--- config.mk ---
export PLATFORM = sky130hd
export DESIGN_NAME = fg_prog_sequencer
export DESIGN_NICKNAME = d
export VERILOG_FILES = /design/src/rtl/fg_prog_sequencer.sv
export SDC_FILE = /design/constraint.sdc
export NUM_CORES = 1
export LEC_CHECK = 0
export CAP_MARGIN = 40
export CORE_MARGIN = 5
export CORE_UTILIZATION = 49
export CTS_CLUSTER_DIAMETER = 40
export DETAILED_ROUTE_END_ITERATION = 7
export GPL_ROUTABILITY_DRIVEN = 0
export PLACE_DENSITY = 0.78
export SLEW_MARGIN = 25
export SYNTH_ARGS = -nofsm -noshare
export SYNTH_HDL_FRONTEND = slang
export SYNTH_SLANG_ARGS = --single-unit
--- constraint.sdc ---
create_clock -name clk -period 2.05 [get_ports clk]
set_input_delay 0.205 -clock clk [delete_from_list [all_inputs] [get_ports clk]]
set_output_delay 0.205 -clock clk [all_outputs]
set_load 0.05 [all_outputs]
--- src/rtl/fg_prog_sequencer.sv ---
`default_nettype none
// ============================================================================
// Module   : fg_prog_sequencer
// Purpose  : Programming sequencer for one island's floating-gate switch
//            fabric. Takes one program/measure command per switch and drives
//            the decoder address/enable, drain-select, prog-switch cutoff and
//            timed Vinj injection pulses, framed by setup and hold guards.
// Ports    : clk, rst_n (async, active-low)
//            cmd_*      : host command handshake and fields
//            abort      : terminate the command in flight
//            row_addr/col_addr/dec_en : decoder tile controls
//            drain_sel/prog_en        : drain-select tile controls
//            inj_pulse                : Vinj injection pulse
//            meas_req/meas_ack        : external ADC handshake
//            done/status              : completion strobe and result code
// Revision : 1.0 - initial release
// ============================================================================
module fg_prog_sequencer #(
  parameter int ROW_BITS  = 5,
  parameter int COL_BITS  = 6,
  parameter int CNT_BITS  = 8,
  parameter int PW_BITS   = 16,
  parameter int SETUP_CYC = 4,
  parameter int HOLD_CYC  = 4,
  parameter int MEAS_TO   = 1024
) (
  input  logic                clk,
  input  logic                rst_n,
  input  logic                cmd_valid,
  output logic                cmd_ready,
  input  logic [ROW_BITS-1:0] cmd_row,
  input  logic [COL_BITS-1:0] cmd_col,
  input  logic [CNT_BITS-1:0] cmd_npulse,
  input  logic [PW_BITS-1:0]  cmd_width,
  input  logic                cmd_meas,
  input  logic                abort,
  output logic [ROW_BITS-1:0] row_addr,
  output logic [COL_BITS-1:0] col_addr,
  output logic                dec_en,
  output logic                drain_sel,
  output logic                prog_en,
  output logic                inj_pulse,
  output logic                meas_req,
  input  logic                meas_ack,
  output logic                done,
  output logic [1:0]          status
);

  localparam int GRD_MAX = (SETUP_CYC > HOLD_CYC) ? SETUP_CYC : HOLD_CYC;
  localparam int GRD_W   = $clog2(GRD_MAX + 1);
  localparam int MTO_W   = $clog2(MEAS_TO + 1);

  localparam logic [GRD_W-1:0]    SETUP_LD = GRD_W'(SETUP_CYC);
  localparam logic [GRD_W-1:0]    HOLD_LD  = GRD_W'(HOLD_CYC);
  localparam logic [GRD_W-1:0]    GRD_ONE  = GRD_W'(1);
  localparam logic [MTO_W-1:0]    MTO_LD   = MTO_W'(MEAS_TO);
  localparam logic [MTO_W-1:0]    MTO_ONE  = MTO_W'(1);
  localparam logic [PW_BITS-1:0]  PW_ONE   = PW_BITS'(1);
  localparam logic [CNT_BITS-1:0] CNT_ONE  = CNT_BITS'(1);

  localparam logic [1:0] ST_OK      = 2'b00;
  localparam logic [1:0] ST_ABORT   = 2'b01;
  localparam logic [1:0] ST_TIMEOUT = 2'b10;

  localparam logic [2:0] S_IDLE  = 3'd0;
  localparam logic [2:0] S_SETUP = 3'd1;
  localparam logic [2:0] S_PULSE = 3'd2;
  localparam logic [2:0] S_GAP   = 3'd3;
  localparam logic [2:0] S_MEAS  = 3'd4;
  localparam logic [2:0] S_HOLD  = 3'd5;
  localparam logic [2:0] S_DONE  = 3'd6;

  logic [2:0]          state_q,  state_d;
  logic                ready_q,  ready_d;
  logic [ROW_BITS-1:0] row_q,    row_d;
  logic [COL_BITS-1:0] col_q,    col_d;
  logic [CNT_BITS-1:0] rem_q,    rem_d;
  logic [PW_BITS-1:0]  width_q,  width_d;
  logic                meas_q,   meas_d;
  logic [GRD_W-1:0]    grd_q,    grd_d;
  logic [PW_BITS-1:0]  pw_q,     pw_d;
  logic [MTO_W-1:0]    mto_q,    mto_d;
  logic [1:0]          pend_q,   pend_d;
  logic [1:0]          status_q, status_d;

  // A zero width still produces a single-cycle pulse.
  logic [PW_BITS-1:0] width_eff;
  assign width_eff = (width_q == '0) ? PW_ONE : width_q;

  always_comb begin
    state_d  = state_q;
    ready_d  = 1'b1;   // cmd_ready is held off until the first edge after reset
    row_d    = row_q;
    col_d    = col_q;
    rem_d    = rem_q;
    width_d  = width_q;
    meas_d   = meas_q;
    grd_d    = grd_q;
    pw_d     = pw_q;
    mto_d    = mto_q;
    pend_d   = pend_q;
    status_d = status_q;

    case (state_q)
      S_IDLE: begin
        if (cmd_valid && ready_q) begin
          row_d   = cmd_row;
          col_d   = cmd_col;
          rem_d   = cmd_npulse;
          width_d = cmd_width;
          meas_d  = cmd_meas;
          grd_d   = SETUP_LD;
          pend_d  = ST_OK;
          state_d = S_SETUP;
        end
      end
      S_SETUP: begin
        if (abort) begin
          pend_d  = ST_ABORT;
          grd_d   = HOLD_LD;
          state_d = S_HOLD;
        end else if (grd_q == GRD_ONE) begin
          if (meas_q) begin
            mto_d   = MTO_LD;
            state_d = S_MEAS;
          end else if (rem_q != '0) begin
            pw_d    = width_eff;
            state_d = S_PULSE;
          end else begin
            grd_d   = HOLD_LD;
            state_d = S_HOLD;
          end
        end else begin
          grd_d = grd_q - GRD_ONE;
        end
      end
      S_PULSE: begin
        if (abort) begin
          pend_d  = ST_ABORT;
          grd_d   = HOLD_LD;
          state_d = S_HOLD;
        end else if (pw_q == PW_ONE) begin
          rem_d = rem_q - CNT_ONE;
          // The final pulse goes straight into the hold guard, no gap.
          if (rem_q == CNT_ONE) begin
            grd_d   = HOLD_LD;
            state_d = S_HOLD;
          end else begin
            grd_d   = SETUP_LD;
            state_d = S_GAP;
          end
        end else begin
          pw_d = pw_q - PW_ONE;
        end
      end
      S_GAP: begin
        if (abort) begin
          pend_d  = ST_ABORT;
          grd_d   = HOLD_LD;
          state_d = S_HOLD;
        end else if (grd_q == GRD_ONE) begin
          pw_d    = width_eff;
          state_d = S_PULSE;
        end else begin
          grd_d = grd_q - GRD_ONE;
        end
      end
      S_MEAS: begin
        grd_d = HOLD_LD;
        if (abort) begin
          pend_d  = ST_ABORT;
          state_d = S_HOLD;
        end else if (meas_ack) begin
          pend_d  = ST_OK;
          state_d = S_HOLD;
        end else if (mto_q == MTO_ONE) begin
          pend_d  = ST_TIMEOUT;
          state_d = S_HOLD;
        end else begin
          mto_d = mto_q - MTO_ONE;
        end
      end
      S_HOLD: begin
        if (grd_q == GRD_ONE) begin
          // Publish the result so it is valid alongside the done strobe.
          status_d = pend_q;
          state_d  = S_DONE;
        end else begin
          grd_d = grd_q - GRD_ONE;
        end
      end
      S_DONE:  state_d = S_IDLE;
      default: state_d = S_IDLE;
    endcase
  end

  always_ff @(posedge clk or negedge rst_n) begin
    if (!rst_n) begin
      state_q  <= S_IDLE;
      ready_q  <= 1'b0;
      row_q    <= '0;
      col_q    <= '0;
      rem_q    <= '0;
      width_q  <= '0;
      meas_q   <= 1'b0;
      grd_q    <= '0;
      pw_q     <= '0;
      mto_q    <= '0;
      pend_q   <= ST_OK;
      status_q <= ST_OK;
    end else begin
      state_q  <= state_d;
      ready_q  <= ready_d;
      row_q    <= row_d;
      col_q    <= col_d;
      rem_q    <= rem_d;
      width_q  <= width_d;
      meas_q   <= meas_d;
      grd_q    <= grd_d;
      pw_q     <= pw_d;
      mto_q    <= mto_d;
      pend_q   <= pend_d;
      status_q <= status_d;
    end
  end

  // Enables decode straight from state so an async reset drops them at once.
  logic busy;
  assign busy = (state_q == S_SETUP) || (state_q == S_PULSE) || (state_q == S_GAP) ||
                (state_q == S_MEAS)  || (state_q == S_HOLD);

  assign cmd_ready = (state_q == S_IDLE) && ready_q;
  assign row_addr  = row_q;
  assign col_addr  = col_q;
  assign dec_en    = busy;
  assign drain_sel = busy;
  assign prog_en   = busy;
  // abort gates the pulse and request combinationally, in the same cycle.
  assign inj_pulse = (state_q == S_PULSE) && !abort;
  assign meas_req  = (state_q == S_MEAS) && !abort;
  assign done      = (state_q == S_DONE);
  assign status    = status_q;

endmodule
`default_nettype wire

Word level (Yosys, flattened, before mapping)
Index checks and enable logic that the tools add are counted.
{"block": "op_classes", "n_addsub": 4, "n_eq_ne": 32, "muxes": 52, "reduce_logical": 26}
{"cell": "$mux W16", "n": 9}
{"cell": "$mux W3", "n": 23}
{"cell": "$mux W11", "n": 6}
{"cell": "$pmux W16 S3", "n": 1}
{"cell": "$pmux W3 S6", "n": 2}
{"cell": "$ne A2 B2 Y1 const B", "n": 15}
{"cell": "$mux W8", "n": 3}
{"cell": "$pmux W11 S2", "n": 1}
{"cell": "$eq A16 B1 Y1 const B", "n": 1}
{"cell": "$logic_not A16 Y1", "n": 1}
{"cell": "$pmux W8 S2", "n": 1}
{"cell": "$sub A16 B1 Y16 const B", "n": 1}
{"cell": "$ne A4 B4 Y1 const B", "n": 3}
{"cell": "$eq A11 B1 Y1 const B", "n": 1}
{"cell": "$sub A11 B1 Y11 const B", "n": 1}
{"cell": "$mux W2", "n": 5}
{"cell": "$eq A3 B3 Y1 const B", "n": 3}
{"cell": "$ne A3 B3 Y1 const B", "n": 3}
{"cell": "$reduce_and A9 Y1", "n": 1}
{"cell": "$eq A8 B1 Y1 const B", "n": 1}
{"cell": "$reduce_and A4 Y1", "n": 2}
{"cell": "$reduce_bool A8 Y1", "n": 1}
{"cell": "$sub A8 B1 Y8 const B", "n": 1}
{"cell": "$reduce_and A7 Y1", "n": 1}
{"cell": "16 further kinds", "n": 27}
{"block": "totals", "register_bits": 74, "input_bits": 41, "out_inout_bits": 20}

Logic depth before layout (Yosys ltp)
Gate-level depths: netlist (run 1).
{"block": "depth", "word_depth": 7, "mapped_depth": 9}

Worst setup path before layout (run 1)
Ideal clock, no wire load.
{"block": "synth_timing", "path_kind": "register -> register", "startpoint": "register state_q[2]", "endpoint": "register mto_q[3]", "setup_ns": 0.077, "t_arrival_ns": 2.492, "required_ns": 1.973, "path_slack_ns": -0.519, "stages_incl_launch_ff": 7, "n_path_buf": 1, "cell_sequence": "dfrtp_1 > buf_2 > nor4b_2 > nor2b_1 > a21oi_2 > or4_1 > a21oi_1"}
{"block": "synth_between", "elab_chain_cells": 3, "word_cells_on_any_way": 11}
{"element": "start, declared", "line": "73", "rtl": "logic [2:0] state_q, state_d;"}
{"element": "start signal, assigned", "line": "212", "rtl": "state_q <= state_d;"}
{"element": "$eq A3 B3 Y1 / $eq A3 B1 Y1 (equally long branches)", "line": "104", "rtl": "case (state_q)"}
{"element": "$ne A2 B2 Y1 (no line) / $reduce_bool A2 Y1 (equally long branches)"}
{"element": "$reduce_and A7 Y1 (no line)"}
{"element": "end signal, assigned", "line": "221", "rtl": "mto_q <= mto_d;"}
{"element": "end, declared", "line": "82", "rtl": "logic [MTO_W-1:0] mto_q, mto_d;"}
Parallel ways exist; a longest one is shown, timed or not.
A chain may end at the register's enable or synchronous reset.

Worst setup path in the final report (run 1)
{"block": "layout_timing", "startpoint": "register rem_q[0]", "endpoint": "register grd_q[2]"}
{"block": "layout_between", "elab_chain_cells": 3}
{"element": "start, declared", "line": "77", "rtl": "logic [CNT_BITS-1:0] rem_q, rem_d;"}
{"element": "start signal, assigned", "line": "216", "rtl": "rem_q <= rem_d;"}
{"element": "$reduce_bool A8 Y1", "line": "126", "rtl": "end else if (rem_q != '0) begin"}
{"element": "$ne A4 B4 Y1 (no line)"}
{"element": "$reduce_and A5 Y1 (no line)"}
{"element": "end signal, assigned", "line": "219", "rtl": "grd_q <= grd_d;"}
{"element": "end, declared", "line": "80", "rtl": "logic [GRD_W-1:0] grd_q, grd_d;"}
No other way between the ends.

==> impl_metrics.ini, run 1 <==
[synth]
ys_seq_elements = 74
async_reset_ff_frac = 1.000
synth_cell_type_count = 65
ys.flop_type = dfrtp_1
yosys_warnings = 0
synth-edff-count = 0
synth_area_um2 = 4154
ys_seq_area_frac = 0.4458
synth_nets = 486
netlist_instances = 435
syn_avg_cell_area_um2 = 9.549

[route]
detail-route-antenna-nets = 0
wire_per_inst_um = 16.72
via_per_inst = 5.965
drt-initial-drc-count = 236
post-route-drc-count = 0
vias = 3889
firstDrtPassIters = 5
drt_wl_total_um = 10900

[timing]
slew_headroom = 0.5507
worst_slew_pin_slew_ps = 667.9
setup_viol = 2
hold_viol = 0
fin_crit_ps = 2094
slew_viol_final = 0
max_freq_ghz = 0.4775
finalClockSkew_ps = 14.39
fin_crit_sh = 1.022
setup_slack_ps = -44.40

[critical_path]
critical_path_required_ps = 2330
cp.arrival_ps = 2380
reg2reg_to = grd_q[2]
cp_max_fo = 5
end_kind = flip-flop
reg2reg_depth = 7
r2r-start = rem_q[0]
r2r_slack_ps = -40
critical_path_class = reg -> reg
crit_path_start_kind = flip-flop

[run]
maxCapViolCount = 0

[global_route]
grtUsageMet1 = 0.2504
grt_max_degree = 34
grt_use_met2 = 0.3598
grt_pass1_vias = 3893
gr-usage-all-layers = 0.2095
grt_first_pass_wirelength_um = 17460
grt-ovfl-total = 0
antenna_found_initial = 0
top_usage_layer = met2
use_met3 = 0.04778

[cts]
cts-root-buf = clkbuf_8
cts_buffers = 9
cts_sinks = 74
htree_num_levels = 3
clkTransAtPathRegs_ps = 70
cts_tree = built
clockBufferDepth = 2
clk_latency_ps = 350

[place]
port_buffers = 60
dp_hpwl_um = 7840
post-place-cells = 632
post-place-ws_ps = -33.42

[finish]
diodes = 0
syn2layout_area_growth_pct = 37.29
fin_nets = 593
num-fill-cells = 617
seq_area_um2 = 1854
final_cell_mix = dfrtp_1 (72), buf_4 (56), clkdlybuf4s50_1 (52)
finalNonFillerCells = 652
drive_gt1_frac = 0.2596
final_common_cell = dfrtp_1
multi_input_area_um2 = 2238

[floorplanning]
core-area_um2 = 8258
die_area_um2 = 10420
die_w_um = 102.1
rows = 33
chipHeight_um = 102.1
initial_core_util = 0.5030
io_pins = 61

[pwr]
ir_worst_vdd_uv = 1047
leakage_nw = 2.383
power.density_nw_per_um2 = 1558

[outcome]
violations = setup timing
status = finished, violations left

[hold_path]
min_path_type = in -> async
per-layer routing:
layer,vias to the layer above,wire length (um)
li1,1827,-
met1,1880,4482
met2,162,5558
met3,20,638
met4,0,221
met5,-,0
Yosys cell counts (11+ instances only):
cell | number | area (um^2)
dfrtp_1 | 74 | 1852
nand2_1 | 30 | 112.6
a21oi_1 | 28 | 140.1
mux2_2 | 28 | 315.3
nor2_1 | 23 | 86.33
o21ai_1 | 21 | 105.1
inv_1 | 19 | 71.32
nor3_1 | 19 | 95.09
nand3_1 | 14 | 70.07
o21ai_0 | 14 | 70.07
nor4_1 | 13 | 81.33
o31ai_1 | 11 | 82.58
flip-flops by register name, summed over array words and instances (netlist names):
register	count
pw_q	16
width_q	16
mto_q	11
rem_q	8
col_addr	6
row_addr	5
grd_q	3
state_q	3
pend_q	2
status	2
meas_q	1
ready_q	1
logic make-up after synthesis:
logic type,Yosys count,share of synthesized area
mux,30,0.08102
fa+ha+maj,10,0.03012
simple gates,156,0.2102
flops,74,0.4458
buf+inv,43,0.04669
compound gates,120,0.1831
other cells,1,0.0009027
xor+xnor,1,0.002109
critical path, cell delays in order (launching register included):
cell and delay, ps:
dfrtp_1 380, inv_1 80, ha_2 200, or4b_1 470, o311ai_1 300, o211ai_1 270, a31oi_1 210, o21a_1 120
power breakdown:
part,switching (W),total [W],internal (W)
combinational,0.00256,0.00468,0.00212
sequential,0.000680,0.00281,0.00213
clock,0.000525,0.00140,0.000871
total,0.00376,0.00888,0.00512
how the worst max path moves through the flow:
stage | end | slack, ps | from
5_1_grt | grd_q[2] | -150 | rem_q[0]
4_1_cts | inj_pulse | 6 | state_q[0]
6_report | grd_q[2] | -40 | rem_q[0]
3_3_place_gp | mto_q[3] | 30 | abort
3_5_place_dp | mto_q[3] | -30 | abort
2_1_floorplan | mto_q[3] | -150 | state_q[1]
repair_timing:
action	CTS	global route
setup buffers	0	2
resized for setup	2	19
endpoints found under the hold margin	30	0
pin swaps	0	3
setup endpoints to repair	3	29
hold buffers	1	0
stage by stage:
stage	setup TNS [ps]	power (W)	util	hold WS (ps)	instance area [um^2]
2_1_floorplan	-305.3	0.005546	-	-90.59	4178
3_3_place_gp	0	0.007092	0.6423	321.6	5304
3_5_place_dp	-33.42	0.007260	0.6423	325.9	5304
4_1_cts	0	0.008713	0.6750	434.5	5574
5_1_grt	-408.8	0.009445	0.6906	259.7	5703
6_report	-84.84	0.008884	0.6906	258.0	5703
final cells by class:
| cell class | count | share of cell area |
|---|---|---|
| inverter | 19 | 0.01251 |
| tap | 105 | 0.02304 |
| multi-input combinational | 318 | 0.3925 |
| clock buffer | 11 | 0.02655 |
| sequential | 74 | 0.3251 |
| clock inverter | 5 | 0.01755 |
| timing repair buffer | 120 | 0.2027 |
(Power assumes the default switching activity.)
==> run 2: changes to the inputs <==
Settings changed: SLEW_MARGIN 25 to 0.
==> impl_metrics.ini, run 2 (synthesized netlist as in run 1, its figures left out) <==
[outcome]
status = finished, violations left
violations = setup timing

[finish]
largestRegisters = pw_q: 16 flops, width_q: 16 flops, mto_q: 11 flops
diodes = 0
final_cell_mix = dfrtp_1 (72), buf_4 (56), clkdlybuf4s50_1 (52)
final_common_cell = dfrtp_1
fin_nets = 592
drive_gt1_frac = 0.2582
syn2layout_area_growth_pct = 36.81
fin_util = 0.6882

[global_route]
grt_pass1_vias = 3893
gr-usage-all-layers = 0.2095
grt-ovfl-total = 0
grt_max_degree = 34
antenna_found_initial = 0
grt_first_pass_wirelength_um = 17460

[pwr]
swShare = 0.4240
pwr-share-seq = 0.316
power.share.clock = 0.158
p_switching_w = 0.003767
ir_worst_vdd_uv = 1049
leakage_nw = 2.373
power_frac_comb = 0.526
power.density_nw_per_um2 = 1563
internal_power_w = 0.005117

[timing]
hold_viol = 0
slew_viol_final = 0
final.setup.tns_ps = -70.34
fin_crit_sh = 1.018
slew_headroom = 0.4782
finalClockSkew_ps = 16.02
fin_crit_ps = 2087
worst_slew_pin_slew_ps = 782.7
max_freq_ghz = 0.4792
setup_viol = 2
setup_slack_ps = -36.78
hold_slack_ps = 448.9

[floorplanning]
chipHeight_um = 102.1
io_pins = 61
initial_core_util = 0.5030
die_area_um2 = 10420
core-area_um2 = 8258
die_w_um = 102.1
rows = 33

[critical_path]
slowest_delay_ps = 470
end_kind = flip-flop
path_cells = inv_1 > ha_2 > or4b_1 > o311ai_1 > o211ai_1 > a31oi_1 > o21a_1
critical_path_required_ps = 2330
slowest_stage = or4b_1
cp.arrival_ps = 2370
cp_max_fo = 5
crit_path_start_kind = flip-flop
critical_path_class = reg -> reg

[cts]
clkTransAtPathRegs_ps = 80
clk_latency_ps = 350
clockBufferDepth = 2
cts_tree = built
cts_sinks = 74
cts-root-buf = clkbuf_8
htree_num_levels = 3
cts_buffers = 9

[route]
detail-route-antenna-nets = 0
via_per_inst = 6.026
wire_per_inst_um = 16.80
vias = 3923
firstDrtPassIters = 5
drt-initial-drc-count = 234
post-route-drc-count = 0
drt_wl_total_um = 10940

[place]
port_buffers = 60
dp_hpwl_um = 7840

[run]
maxCapViolCount = 0

[hold_path]
min_path_type = in -> reg
[run 2: cell types whose count changed in the layout (fill, tap and decap cells not counted), sizes merged]
cell and delta:
buf -1
[run 2: metal layers]
layer	vias to the layer above	track usage	share of wire
met2	176	0.3598	0.51
met5	-	0	0
li1	1822	-	-
met3	26	0.04778	0.059
met1	1899	0.2504	0.41
met4	0	0.09384	0.024
[run 2: power groups by stage]
stage	clock [W]	combinational, W	sequential [W]
after global placement	0	0.00434	0.00275
after CTS	0.00143	0.00452	0.00277
after detailed placement	0	0.00447	0.00279
after floorplan	0	0.00253	0.00301
after global routing	0.00149	0.00504	0.00291
final	0.00140	0.00467	0.00281
[run 2: layout make-up]
| cell class | instances | area [um^2] |
|---|---|---|
| fillers | 619 | 2575 |
| multi-input cells | 318 | 2238 |
| flip-flops and latches | 74 | 1854 |
| repair buffers | 119 | 1136 |
| clock buffers | 11 | 151.4 |
| well taps | 105 | 131.4 |
| clock inverters | 5 | 100.1 |
| inverters | 19 | 71.32 |
[run 2: path summary, 6_finish.rpt]
kind / from / end / slack (ps) / cells after the start
worst max-delay path: rem_q[0] / grd_q[2] / -40 / 7
worst min-delay path: cmd_npulse[0] / rem_q[0] / 450 / 3
worst max register to register: rem_q[0] / grd_q[2] / -40 / 7
worst min register to register: grd_q[1] / grd_q[1] / 480 / 2
max in group asynchronous: rst_n / pw_q[3] / 930 / 3
min in group asynchronous: rst_n / mto_q[2] / 480 / 2
[run 2: what timing repair did]
action,CTS,global route
hold endpoints to repair,30,0
endpoints found under the setup margin,3,29
gates resized for setup,2,19
hold buffers,1,0
pin swaps,0,3
setup buffers,0,2
[run 2: through the flow]
stage	total power [W]	cell area, um^2	std cells	setup slack, ps
after floorplan	0.005546	4178	435	-151.1
after global placement	0.007092	5304	632	28.01
after detailed placement	0.007260	5304	632	-33.42
after CTS	0.008713	5574	649	6.282
after global routing	0.009440	5683	651	-154.5
final	0.008884	5683	651	-36.78
[run 2: worst max-delay path, delay by kind of cell (launching register included)]
family | cells | cell delay (ps)
AOI/OAI and AO/OA | 4 | 900
and+or+nand+nor | 1 | 470
DFF | 1 | 380
adders and majority gates | 1 | 200
buffers and inverters | 1 | 80
